==> config.mk <==
export PLATFORM = sky130hd
export DESIGN_NAME = pid_angle_ctrl
export DESIGN_NICKNAME = d
export VERILOG_FILES = /design/src/rtl/pid_angle_ctrl.sv
export SDC_FILE = /design/constraint.sdc
export NUM_CORES = 1
export LEC_CHECK = 0
export ABC_AREA = 1
export BUFFER_PORTS_ARGS = -buffer_cell sky130_fd_sc_hd__buf_2
export CAP_MARGIN = 20
export CORE_AREA = 2 2 364 366
export DETAILED_ROUTE_END_ITERATION = 8
export DIE_AREA = 0 0 366 368
export GPL_TIMING_DRIVEN = 0
export PLACE_DENSITY_LB_ADDON = 0.1
export SLEW_MARGIN = 20
export SYNTH_ARGS = -nofsm -noshare
export SYNTH_HDL_FRONTEND = slang
export SYNTH_SLANG_ARGS = --single-unit
export TNS_END_PERCENT = 5
==> constraint.sdc <==
create_clock -name clock -period 9.49 [get_ports clock]
set_clock_uncertainty 0.15 [all_clocks]
set_input_delay 0.949 -clock clock [delete_from_list [all_inputs] [get_ports clock]]
set_output_delay 0.949 -clock clock [all_outputs]
set_load 0.02 [all_outputs]
==> src/rtl/pid_angle_ctrl.sv <==
// PID position controller for the swerve rotation motor: wrap-around angle error,
// P/I/D terms on a programmable sample period, PWM update/done handshake, settle, stall and abort.
module pid_angle_ctrl #(
    parameter int ANGLE_W       = 12,
    parameter int PWM_W         = 8,
    parameter int GAIN_W        = 8,
    parameter int GAIN_FRAC     = 4,
    parameter int I_LIMIT       = 1023,
    parameter int STALL_SAMPLES = 16
) (
    input  logic               clock,
    input  logic               reset,
    input  logic [ANGLE_W-1:0] target_angle,
    input  logic [ANGLE_W-1:0] current_angle,
    input  logic               angle_update,
    input  logic               abort_angle,
    input  logic               pwm_enable,
    input  logic               pwm_done,
    input  logic [15:0]        sample_period,
    input  logic [ANGLE_W-1:0] deadband,
    input  logic [7:0]         settle_count,
    input  logic               enable_stall_chk,
    input  logic [GAIN_W-1:0]  kp,
    input  logic [GAIN_W-1:0]  ki,
    input  logic [GAIN_W-1:0]  kd,
    output logic [PWM_W-1:0]   pwm_ratio,
    output logic               pwm_direction,
    output logic               pwm_update,
    output logic               angle_done,
    output logic               startup_fail,
    output logic               busy,
    output logic [15:0]        debug_signals
);
    localparam int W = ANGLE_W + GAIN_W + 12;
    localparam logic signed [W-1:0] ILIM = W'(I_LIMIT);
    localparam logic signed [W-1:0] RMAX = W'((1 << PWM_W) - 1);

    localparam logic [3:0] S_IDLE   = 4'd0;
    localparam logic [3:0] S_SAMPLE = 4'd1;
    localparam logic [3:0] S_CALC1  = 4'd2;
    localparam logic [3:0] S_CALC2  = 4'd3;
    localparam logic [3:0] S_APPLY  = 4'd4;
    localparam logic [3:0] S_WAIT   = 4'd5;
    localparam logic [3:0] S_DONE   = 4'd6;

    function automatic logic signed [W-1:0] gain_ext(input logic [GAIN_W-1:0] g);
        return $signed(W'(g));
    endfunction

    function automatic logic [ANGLE_W-1:0] abs_err(input logic signed [ANGLE_W-1:0] v);
        return v[ANGLE_W-1] ? ANGLE_W'(-v) : ANGLE_W'(v);
    endfunction

    // Returns {clamped, value}
    function automatic logic [W:0] clamp_i(input logic signed [W-1:0] v);
        if (v > ILIM)  return {1'b1, ILIM};
        if (v < -ILIM) return {1'b1, -ILIM};
        return {1'b0, v};
    endfunction

    // Returns {saturated, direction, ratio}
    function automatic logic [PWM_W+1:0] map_u(input logic signed [W-1:0] u);
        logic signed [W-1:0] mag;
        mag = u[W-1] ? -u : u;
        if (mag > RMAX) return {1'b1, ~u[W-1], {PWM_W{1'b1}}};
        return {1'b0, ~u[W-1], mag[PWM_W-1:0]};
    endfunction

    logic [3:0]                state_q, state_d;
    logic [ANGLE_W-1:0]        tgt_q, tgt_d;
    logic [15:0]               cnt_q, cnt_d;
    logic signed [ANGLE_W-1:0] e_q, e_d, eprev_q, eprev_d;
    logic signed [W-1:0]       integ_q, integ_d;
    logic [7:0]                settle_q, settle_d;
    logic [ANGLE_W-1:0]        min_q, min_d;
    logic [15:0]               stall_q, stall_d;
    logic                      fin_q, fin_d, upd_q, upd_d, dir_q, dir_d;
    logic                      fail_q, fail_d, sat_q, sat_d, iclamp_q, iclamp_d;
    logic [PWM_W-1:0]          ratio_q, ratio_d;

    logic signed [ANGLE_W-1:0] err_now;
    logic signed [W-1:0]       e_w, de_w, i_sum, i_next, u_p2;
    logic signed [W-1:0]       p_p1, i_p1, d_p1;
    logic                      i_clip, flip, m_sat, m_dir, in_band, improve, settled, stalled;
    logic [PWM_W-1:0]          m_ratio;
    logic [ANGLE_W-1:0]        e_abs;
    logic [15:0]               per_m1, stall_n;
    logic [7:0]                settle_inc, settle_tgt;

    assign err_now = $signed(tgt_q - current_angle);
    assign per_m1  = (sample_period == 16'd0) ? 16'd0 : sample_period - 16'd1;
    assign e_w     = W'(e_q);
    assign de_w    = e_w - W'(eprev_q);
    // Anti-windup: a zero crossing of the error discards the accumulated history
    assign flip    = (e_q != '0) && (eprev_q != '0) && (e_q[ANGLE_W-1] != eprev_q[ANGLE_W-1]);
    assign i_sum   = (flip ? '0 : integ_q) + e_w;
    assign {i_clip, i_next} = clamp_i(i_sum);

    // Stage p1: gain products
    always_ff @(posedge clock) begin
        if (state_q == S_CALC1) begin
            p_p1 <= gain_ext(kp) * e_w;
            i_p1 <= gain_ext(ki) * i_next;
            d_p1 <= gain_ext(kd) * de_w;
        end
    end

    // Stage p2: sum, scale, clamp to PWM range
    assign u_p2 = (p_p1 + i_p1 + d_p1) >>> GAIN_FRAC;
    assign {m_sat, m_dir, m_ratio} = map_u(u_p2);

    assign e_abs      = abs_err(e_q);
    assign in_band    = (e_abs <= deadband);
    assign settle_inc = in_band ? ((settle_q == 8'hFF) ? settle_q : settle_q + 8'd1) : 8'd0;
    assign settle_tgt = (settle_count == 8'd0) ? 8'd1 : settle_count;
    assign settled    = in_band && (settle_inc >= settle_tgt);
    assign improve    = (e_abs < min_q);
    assign stall_n    = improve ? 16'd0 : ((ratio_q != '0) ? stall_q + 16'd1 : stall_q);
    assign stalled    = enable_stall_chk && (stall_n >= 16'(STALL_SAMPLES));

    always_comb begin
        state_d = state_q;  tgt_d = tgt_q;  cnt_d = cnt_q;  e_d = e_q;  eprev_d = eprev_q;
        integ_d = integ_q;  settle_d = settle_q;  min_d = min_q;  stall_d = stall_q;
        fin_d = fin_q;  upd_d = 1'b0;  dir_d = dir_q;  ratio_d = ratio_q;
        fail_d = fail_q;  sat_d = sat_q;  iclamp_d = iclamp_q;
        if (!pwm_enable) begin
            state_d = S_IDLE;  ratio_d = '0;  dir_d = 1'b0;  fin_d = 1'b0;
        end else if (abort_angle && state_q != S_IDLE) begin
            state_d = S_IDLE;  upd_d = 1'b1;  ratio_d = '0;  dir_d = 1'b0;  fin_d = 1'b0;
        end else begin
            if (state_q != S_IDLE && cnt_q < per_m1) cnt_d = cnt_q + 16'd1;
            case (state_q)
                S_IDLE: if (angle_update) begin
                    tgt_d = target_angle;  integ_d = '0;  eprev_d = '0;  settle_d = '0;
                    fail_d = 1'b0;  cnt_d = '0;  min_d = '1;  stall_d = '0;  state_d = S_SAMPLE;
                end
                S_SAMPLE: if (cnt_q >= per_m1) begin
                    e_d = err_now;  cnt_d = '0;  state_d = S_CALC1;
                end
                S_CALC1: begin
                    integ_d = i_next;  iclamp_d = i_clip;  eprev_d = e_q;  state_d = S_CALC2;
                end
                S_CALC2: begin
                    settle_d = settle_inc;  stall_d = stall_n;  sat_d = m_sat;
                    min_d = improve ? e_abs : min_q;
                    upd_d = 1'b1;
                    if (settled) begin
                        ratio_d = '0;  dir_d = 1'b0;  fin_d = 1'b1;  state_d = S_APPLY;
                    end else if (stalled) begin
                        ratio_d = '0;  dir_d = 1'b0;  fail_d = 1'b1;  state_d = S_IDLE;
                    end else begin
                        ratio_d = m_ratio;  dir_d = m_dir;  state_d = S_APPLY;
                    end
                end
                S_APPLY: begin
                    state_d = fin_q ? S_DONE : S_WAIT;  fin_d = 1'b0;
                end
                S_WAIT:  if (pwm_done) state_d = S_SAMPLE;
                S_DONE:  state_d = S_IDLE;
                default: state_d = S_IDLE;
            endcase
            if (angle_update && state_q != S_IDLE) begin
                tgt_d = target_angle;  integ_d = '0;  settle_d = '0;  min_d = '1;  stall_d = '0;
            end
        end
    end

    always_ff @(posedge clock or posedge reset) begin
        if (reset) begin
            state_q <= S_IDLE;  tgt_q <= '0;  cnt_q <= '0;  e_q <= '0;  eprev_q <= '0;
            integ_q <= '0;  settle_q <= '0;  min_q <= '1;  stall_q <= '0;  fin_q <= 1'b0;
            upd_q <= 1'b0;  dir_q <= 1'b0;  ratio_q <= '0;  fail_q <= 1'b0;
            sat_q <= 1'b0;  iclamp_q <= 1'b0;
        end else begin
            state_q <= state_d;  tgt_q <= tgt_d;  cnt_q <= cnt_d;  e_q <= e_d;  eprev_q <= eprev_d;
            integ_q <= integ_d;  settle_q <= settle_d;  min_q <= min_d;  stall_q <= stall_d;
            fin_q <= fin_d;  upd_q <= upd_d;  dir_q <= dir_d;  ratio_q <= ratio_d;
            fail_q <= fail_d;  sat_q <= sat_d;  iclamp_q <= iclamp_d;
        end
    end

    logic [7:0] dbg_ratio;
    assign dbg_ratio     = 8'(ratio_q);
    assign pwm_ratio     = ratio_q;
    assign pwm_direction = dir_q;
    assign pwm_update    = upd_q;
    assign angle_done    = (state_q == S_DONE);
    assign startup_fail  = fail_q;
    assign busy          = (state_q != S_IDLE);
    assign debug_signals = {state_q, e_q[ANGLE_W-1], sat_q, iclamp_q, 1'b0, dbg_ratio};

endmodule

# == Yosys cells after proc, flatten, opt, wreduce, memory -nomap -nowiden ==
# Index checks and enable logic that the tools add are counted.
# classes
n_addsub,11
n_mul,3
n_div,0
order_cmp,9
eq_ne,19
shifts,0
muxes,71
n_bitwise,2
reduce_logical,32
# ops
op,count
$mux 33,4
$mux 16,8
$mux 32,4
$add 32x32->32,3
$mux 12,8
$mux 8,10
$pmux 16 s2,2
$pmux 32 s2,1
$pmux 12 s2,2
$add 16x1->16 const B,2
$gt 32x11->1 const B,1
$gt 32x9->1 const B,1
$lt 32x11->1 const B,1
$mul 9x32->32,1
$neg 28->32,1
$pmux 4 s6,1
$reduce_bool 12->1,2
$mul 9x13->22,1
$mul 9x12->21,1
$mux 10,2
$mux 4,5
$reduce_and 4->1,5
$mux 1,18
$ge 16x16->1,1
other kinds (37),62
# totals
register_bits,234
latchBits,0
mem_bits_rw,0
mem_bits_ro,0
inputBits,91
out_inout_bits,29
word_cells,166
memories,0

# == Logic depth before layout (Yosys ltp) ==
# Gate-level depths: netlist of the first run.
# depth
word_depth,12
depth_mapped,63

# == Least setup slack after synthesis of the first run ==
# No wires, ideal clock.
# synth_timing
kind,register to register
from,register e_q[1]
to,register i_p1[26] (data pin)
setup_ps,265
arrival_ps,9850
setup_slack_ps,-775
path_stages_with_launch,53
path_buffers,4
synth_period_minus_slack_ps,10265
cell_sequence,dfrtp_1 clkbuf_1 inv_1 ha_1 inv_1 nor3_1 nand3_1 nor3_2 nand3_1 o21ai_2 clkbuf_1 nand2_1 inv_1 ha_1 inv_1 fa_1 inv_1 nand3_1 [... 17 more ...] inv_1 fa_1 fa_1 inv_1 ha_1 a21oi_1 nand2_1 nand2_1 nand2_1 a21oi_1 o21ai_0 a21boi_1 o21ai_0 a21boi_1 o21bai_1 a21boi_1 o21ai_0 xor2_1
# synth_between
elab_chain_len,11
# synth_lines
element,line,source
from (decl),72,"logic signed [ANGLE_W-1:0] e_q, e_d, eprev_q, eprev_d;"
from (signal assigned),170,state_q <= S_IDLE; tgt_q <= '0; cnt_q <= '0; e_q <= '0; eprev_q <= '0;
from (signal assigned),175,state_q <= state_d; tgt_q <= tgt_d; cnt_q <= cnt_d; e_q <= e_d; eprev_q <= eprev_d;
$reduce_bool 12->1,95,assign flip = (e_q != '0) && (eprev_q != '0) && (e_q[ANGLE_W-1] != eprev_q[ANGLE_W-1]);
$logic_and 1x1->1 (2 in a row),95,
$mux 32,96,assign i_sum = (flip ? '0 : integ_q) + e_w;
$add 32x32->32 (*),96,
$lt 32x11->1,57,"if (v < -ILIM) return {1'b1, -ILIM};"
$mux 1 (2 in a row),57,
$mux 33,58,"return {1'b0, v};"
$mux 33 (*),57,
$mul 9x32->32 (*),103,i_p1 <= gain_ext(ki) * i_next;
to (signal assigned),103,
to (decl),83,"logic signed [W-1:0] p_p1, i_p1, d_p1;"
# Every way passes the cells marked *; elsewhere a longest branch is shown, timed or not. The select of a mux whose other input is x is not followed.
# A chain may end at the register's enable or synchronous reset.

# == Final worst setup path of the first run ==
# layout_timing
from,register e_q[0]
to,register ratio_q[6] (netlist: pwm_ratio[6])
# layout_between
elab_chain_len,11
# layout_lines
element,line,source
$neg 12->12,51,return v[ANGLE_W-1] ? ANGLE_W'(-v) : ANGLE_W'(v);
$mux 12 (*),51,
$lt 12x12->1,117,assign improve = (e_abs < min_q);
$mux 16,118,assign stall_n = improve ? 16'd0 : ((ratio_q != '0) ? stall_q + 16'd1 : stall_q);
$ge 16x5->1,119,assign stalled = enable_stall_chk && (stall_n >= 16'(STALL_SAMPLES));
$logic_and 1x1->1,119,
$mux 8,149,end else if (stalled) begin
$mux 8 (*),147,if (settled) begin
$mux 8 (*),132,case (state_q)
$mux 8 (*),128,end else if (abort_angle && state_q != S_IDLE) begin
$mux 8 (*),126,if (!pwm_enable) begin
to (signal assigned),177,fin_q <= fin_d; upd_q <= upd_d; dir_q <= dir_d; ratio_q <= ratio_d;
to (decl),79,"logic [PWM_W-1:0] ratio_q, ratio_d;"
# Marks and branches as above.

==> results of run 1 <==
[stage by stage]
stage	setup TNS (ns)	util, %	std cells
floorplan	-0.0424	-	4449
global placement	-46.46	26.9	6320
detailed placement	-48.40	27.0	6324
CTS	-1.02	29.0	6471
global route	-15.82	29.5	6495
finish	-2.36	29.5	6495
[critical path: cells and delay by family (launching register included)]
family | cells | cell delay [ns]
AOI/OAI and AO/OA | 7 | 0.94
xor gates and xnor gates | 1 | 0.08
adders and majority gates | 3 | 0.70
buffers and inverters | 48 | 5.78
DFF | 1 | 0.43
and+or+nand+nor | 13 | 1.54
[logic make-up (layout without fill, tap and decap cells)]
logic type,Yosys count,after routing
compound gates,422,422
buf+inv,1129,1420
other cells,1,2
xor+xnor,145,145
flops,212,212
fa+ha+maj,638,638
simple gates,1901,1901
[flip-flops by register name, summed over array words and instances, names as in the netlist]
signal and flops:
e_q 12, sat_q 1, pwm_ratio 8, p_p1 21
stall_q 16, pwm_direction 1, tgt_q 12, state_q 3
fin_q 1, iclamp_q 1, settle_q 8, i_p1 32
startup_fail 1, eprev_q 12, cnt_q 16, pwm_update 1
d_p1 22, min_q 12, integ_q 32
[worst paths after layout]
check	startpoint	to	cells past startpoint	slack [ns]
max in group asynchronous	reset	e_q[11]	3	8.06
min	reset	pwm_update	2	0.28
min reg2reg	tgt_q[3]	tgt_q[3]	2	0.33
min in group clock	tgt_q[3]	tgt_q[3]	2	0.33
max reg2reg	e_q[0]	pwm_ratio[6]	72	-0.23
max	e_q[0]	pwm_ratio[6]	72	-0.23
[layer usage]
layer	share of wire, %	vias up	global-route usage [%]
met2	49	342	28.8
met1	47	13600	21.5
li1	-	14200	-
met5	0	-	0
met3	2.8	104	1.50
met4	1.9	0	3.56
[area by class of cell]
type	instances	area, sq um	share of cell area, %
plain buffers	96	568	1.47
multi-input cells	3108	23500	60.8
flip-flops and latches	212	5710	14.8
well taps	1755	2200	5.69
clock buffers	44	908	2.35
repair buffers	232	1610	4.18
clock inverters	17	210	0.545
inverters	1031	3900	10.1
[cell usage after synthesis (51+ instances only)]
master / instances / area share, %
ha_1: 287 / 11
fa_1: 351 / 22
dfrtp_1: 125 / 9.7
nor3_1: 51 / 0.79
nor2_1: 379 / 4.4
xor2_1: 109 / 2.9
nand4_1: 58 / 1.1
nand3_1: 195 / 3.0
edfxtp_1: 75 / 6.9
o21ai_0: 140 / 2.2
nand2_1: 1111 / 13
inv_1: 1011 / 12
clkbuf_1: 73 / 0.85
a21oi_1: 157 / 2.4
[repair_timing]
item	CTS	global route
pin swaps	43	38
endpoints found under the setup margin	27	42
gates resized for setup	178	127
buffers inserted	86	24
gates cloned	1	1
==> impl_metrics.yaml, run 1 <==
outcome:
  status: "finished, violations left"
  violations: "setup timing"
layout:
  layout-area-overhead-vs-synth_pct: 19.0
  final_common_cell: "nand2_1"
  layout_common_cells: "nand2_1 (1046), inv_1 (977), nor2_1 (366)"
  fin_area_sq_um: 38600
  drive_above_1_share_pct: 13.8
  nFillCells: 14600
  layout.nets: 5444
  diodes: 0
timing:
  fmax_mhz: 103
  worst_slew_pin_slew_ns: 0.867
  rsz0062_at_grt: "true"
  setup_ws_ns: -0.234
  whs_ns: 0.285
  maxSlewViolCount: 0
  slew_headroom_pct: 42.0
  finalHoldViolations: 0
  fin_crit_sh_pct: 102
  setup_violations: 16
  post-route-min-period_ns: 9.72
synthesis:
  synth_mux_area_share_pct: 0
  async_flop_share_pct: 64.6
  yosys_register_bits: 212
  synthCells: 4448
  synth_top_family_by_area: "adder cells"
  synth-compound-area-share_pct: 7.75
  synth_edf_count: 75
  yosysSeqAreaShare_pct: 17.6
  synth-xor-area-share_pct: 3.94
  synth_warnings: 0
  mappedNetlistArea_sq_um: 32400
  synthAdderAreaFrac_pct: 32.8
  syn_area_per_cell_sq_um: 7.29
  synthFlopType: "dfrtp_1"
  synth_cell_type_count: 67
  synth_simple_gate_area_share_pct: 24.6
floorplanning:
  dieArea_sq_um: 135000
  die_h_um: 368
  die_w_um: 366
  io_pins: 120
  initial_utilization_pct: 24.8
  coreArea_sq_um: 131000
  num_rows: 133
detailed_routing:
  vias: 28200
  via_per_inst: 4.34
  ant_nets: 0
  post_drt_wl_per_cell_um: 16.7
  drt_pass1_iterations: 5
  finalWirelength_um: 108000
  drt_first_iter_violations: 1290
  drc: 0
placed_design:
  placed_area_sq_um: 35300
  place_ws_ns: -2.93
  portBuffers: 116
  gp_congestion: 0.830
  dp_hpwl_um: 89500
cts:
  root_buffer: "clkbuf_16"
  h-tree-depth: 2
  cts_tree: "built"
  clock_latency_ns: 0.62
  cts_buffers: 34
  clkSinkCount: 212
  clock_path_buffers: 3
  path_clk_slew_ns: 0.06
  hold_buffers: 0
min_path:
  hp-class: "in2async"
worst_setup_path:
  cpMaxStageDelayCell: "dfrtp_2"
  cp.required_ns: 9.87
  cpPeakStageDelay_ns: 0.43
  cp_common_cell: "buf_4"
  worstSetupStartpointType: "register"
  crit_type: "reg2reg"
  cp_max_fo: 8
  worstPathArrival_ns: 10.10
  end_kind: "register"
global_route:
  overflow: 0
  grt_pass1_vias: 29800
  grt_usage_pct: 16.3
  grt_antenna_before_repair: 5
  grt_max_degree: 81
  grt_pass1_wl_um: 172000
job:
  timing.max_cap.violations: 0
Power of run 1 is left out: the tool's default activity adds up to more than one toggle a clock period on the data nets, which glitch-free logic cannot reach.
==> run 2, diff against run 1 <==
--- a/config.mk
+++ b/config.mk
@@ -6,6 +6,7 @@
 export NUM_CORES = 1
 export LEC_CHECK = 0
 export ABC_AREA = 1
+export ABC_CLOCK_PERIOD_IN_PS = 9490
 export BUFFER_PORTS_ARGS = -buffer_cell sky130_fd_sc_hd__buf_2
 export CAP_MARGIN = 20
 export CORE_AREA = 2 2 364 366
@@ -17,4 +18,3 @@
 export SYNTH_ARGS = -nofsm -noshare
 export SYNTH_HDL_FRONTEND = slang
 export SYNTH_SLANG_ARGS = --single-unit
-export TNS_END_PERCENT = 5
==> run 2 against run 1 <==
Effect of this change: the run now ends clean; register-to-register slack better by 0.34 ns; count of clock-buffer cells in the layout shrank 11; wire length shrank 0.99%; via count decreased by 0.62%; hold slack lost 0.17 ns; global-route usage shrank 0.14 points; die area stayed put; core utilization is 0.053 points lower; critical path depth down 20; final cell count is 0.37% lower; fmax increased by 3.7%; critical path type unchanged.
==> impl_metrics.yaml, run 2 (synthesized netlist as in run 1, its figures left out) <==
floorplanning:
  num_rows: 133
  die_w_um: 366
  io_pins: 120
  die_h_um: 368
  dieArea_sq_um: 135000
  initial_utilization_pct: 24.8
  coreArea_sq_um: 131000
cts:
  clock_path_buffers: 3
  h-tree-depth: 1
  hold_buffers: 0
  path_clk_slew_ns: 0.06
  cts_buffers: 30
  cts_tree: "built"
  clkSinkCount: 212
  clock_latency_ns: 0.63
  root_buffer: "clkbuf_16"
worst_setup_path:
  crit_type: "reg2reg"
  critical_path_depth: 52
  crit_end: "i_p1[26]"
  r2r_end: "i_p1[26]"
  crit_start: "e_q[0]"
  reg2reg_from: "e_q[0]"
  worstPathArrival_ns: 9.58
  worstSetupStartpointType: "register"
  cp_max_fo: 8
  cpPeakStageDelay_ns: 0.53
  cpMaxStageDelayCell: "fa_1"
  cp_common_cell: "ha_4"
  cp_num_buf_inv: 14
  cp.required_ns: 9.69
  r2r_cells: 52
  reg2reg_slack_ns: 0.11
  cp_top_family: "adder cells"
  end_kind: "register"
global_route:
  grt_pass1_vias: 29600
  grt_antenna_before_repair: 7
  grt_max_degree: 57
  overflow: 0
  grt_usage_pct: 16.2
  grt_pass1_wl_um: 170000
layout:
  stdcell_count: 6471
  layout-area-overhead-vs-synth_pct: 18.8
  drive_above_1_share_pct: 13.8
  final_common_cell: "nand2_1"
  layout_common_cells: "nand2_1 (1041), inv_1 (970), nor2_1 (362)"
  layout.nets: 5422
  diodes: 0
  fin_area_sq_um: 38500
  nFillCells: 14600
  multi_input_comb_area_sq_um: 23600
  reg_top3: "i_p1 (32), integ_q (32), d_p1 (22)"
  ff_latch_area_sq_um: 5710
timing:
  setup-tns-final_ns: 0
  post-route-min-period_ns: 9.38
  setup_violations: 0
  finalHoldViolations: 0
  rsz0062_at_grt: "true"
  slew_headroom_pct: 29.2
  maxSlewViolCount: 0
  fin_crit_sh_pct: 98.8
  fmax_mhz: 107
  setup_ws_ns: 0.109
  worst_slew_pin_slew_ns: 1.05
detailed_routing:
  ant_nets: 0
  drt_pass1_iterations: 5
  vias: 28000
  drc: 0
  post_drt_wl_per_cell_um: 16.6
  finalWirelength_um: 107000
  drt_first_iter_violations: 1406
  via_per_inst: 4.33
job:
  timing.max_cap.violations: 0
outcome:
  status: "complete, no violations"
placed_design:
  portBuffers: 116
  gp_congestion: 0.854
  dp_hpwl_um: 89500
  dpl.cell_count: 6325
  place_ws_ns: -2.69
  placed_area_sq_um: 35400
min_path:
  hp-class: "in2async"
## run 2: worst min-delay path by stage
stage / to
finish: state_q[1]
global route: state_q[0]
CTS: state_q[0]
detailed placement: pwm_direction
global placement: startup_fail
floorplan: tgt_q[10]
## run 2: per-stage QoR
stage                     util, %  hold WS [ns]
after global placement       26.9         0.316
final                        29.4         0.113
after global routing         29.4        0.0984
after detailed placement     27.0         0.324
after CTS                    29.0        0.0744
after floorplan                 -         0.303
## run 2: final cells by class
| class | instances | area share (%) |
|---|---|---|
| clock buffer | 33 | 1.98 |
| inverter | 1031 | 10.2 |
| buffer | 96 | 1.46 |
| sequential | 212 | 14.8 |
| tap | 1755 | 5.70 |
| multi-input combinational | 3108 | 61.3 |
| timing repair buffer | 214 | 3.89 |
| clock inverter | 22 | 0.682 |
## run 2: routing by layer
layer / global-route usage [%] / up-vias / part of all wire [%]
li1: - / 14100 / -
met1: 21.7 / 13500 / 47
met2: 28.3 / 350 / 48
met3: 1.27 / 90 / 2.5
met4: 3.41 / 0 / 2.2
met5: 0 / - / 0
## run 2: repair_timing
item                                    CTS  global route
gates resized for setup                 231           107
pin swaps                                74            63
buffers inserted                         74            24
endpoints found under the setup margin   27            18
gates cloned                              1             0
Power of run 2 is left out for the same reason.
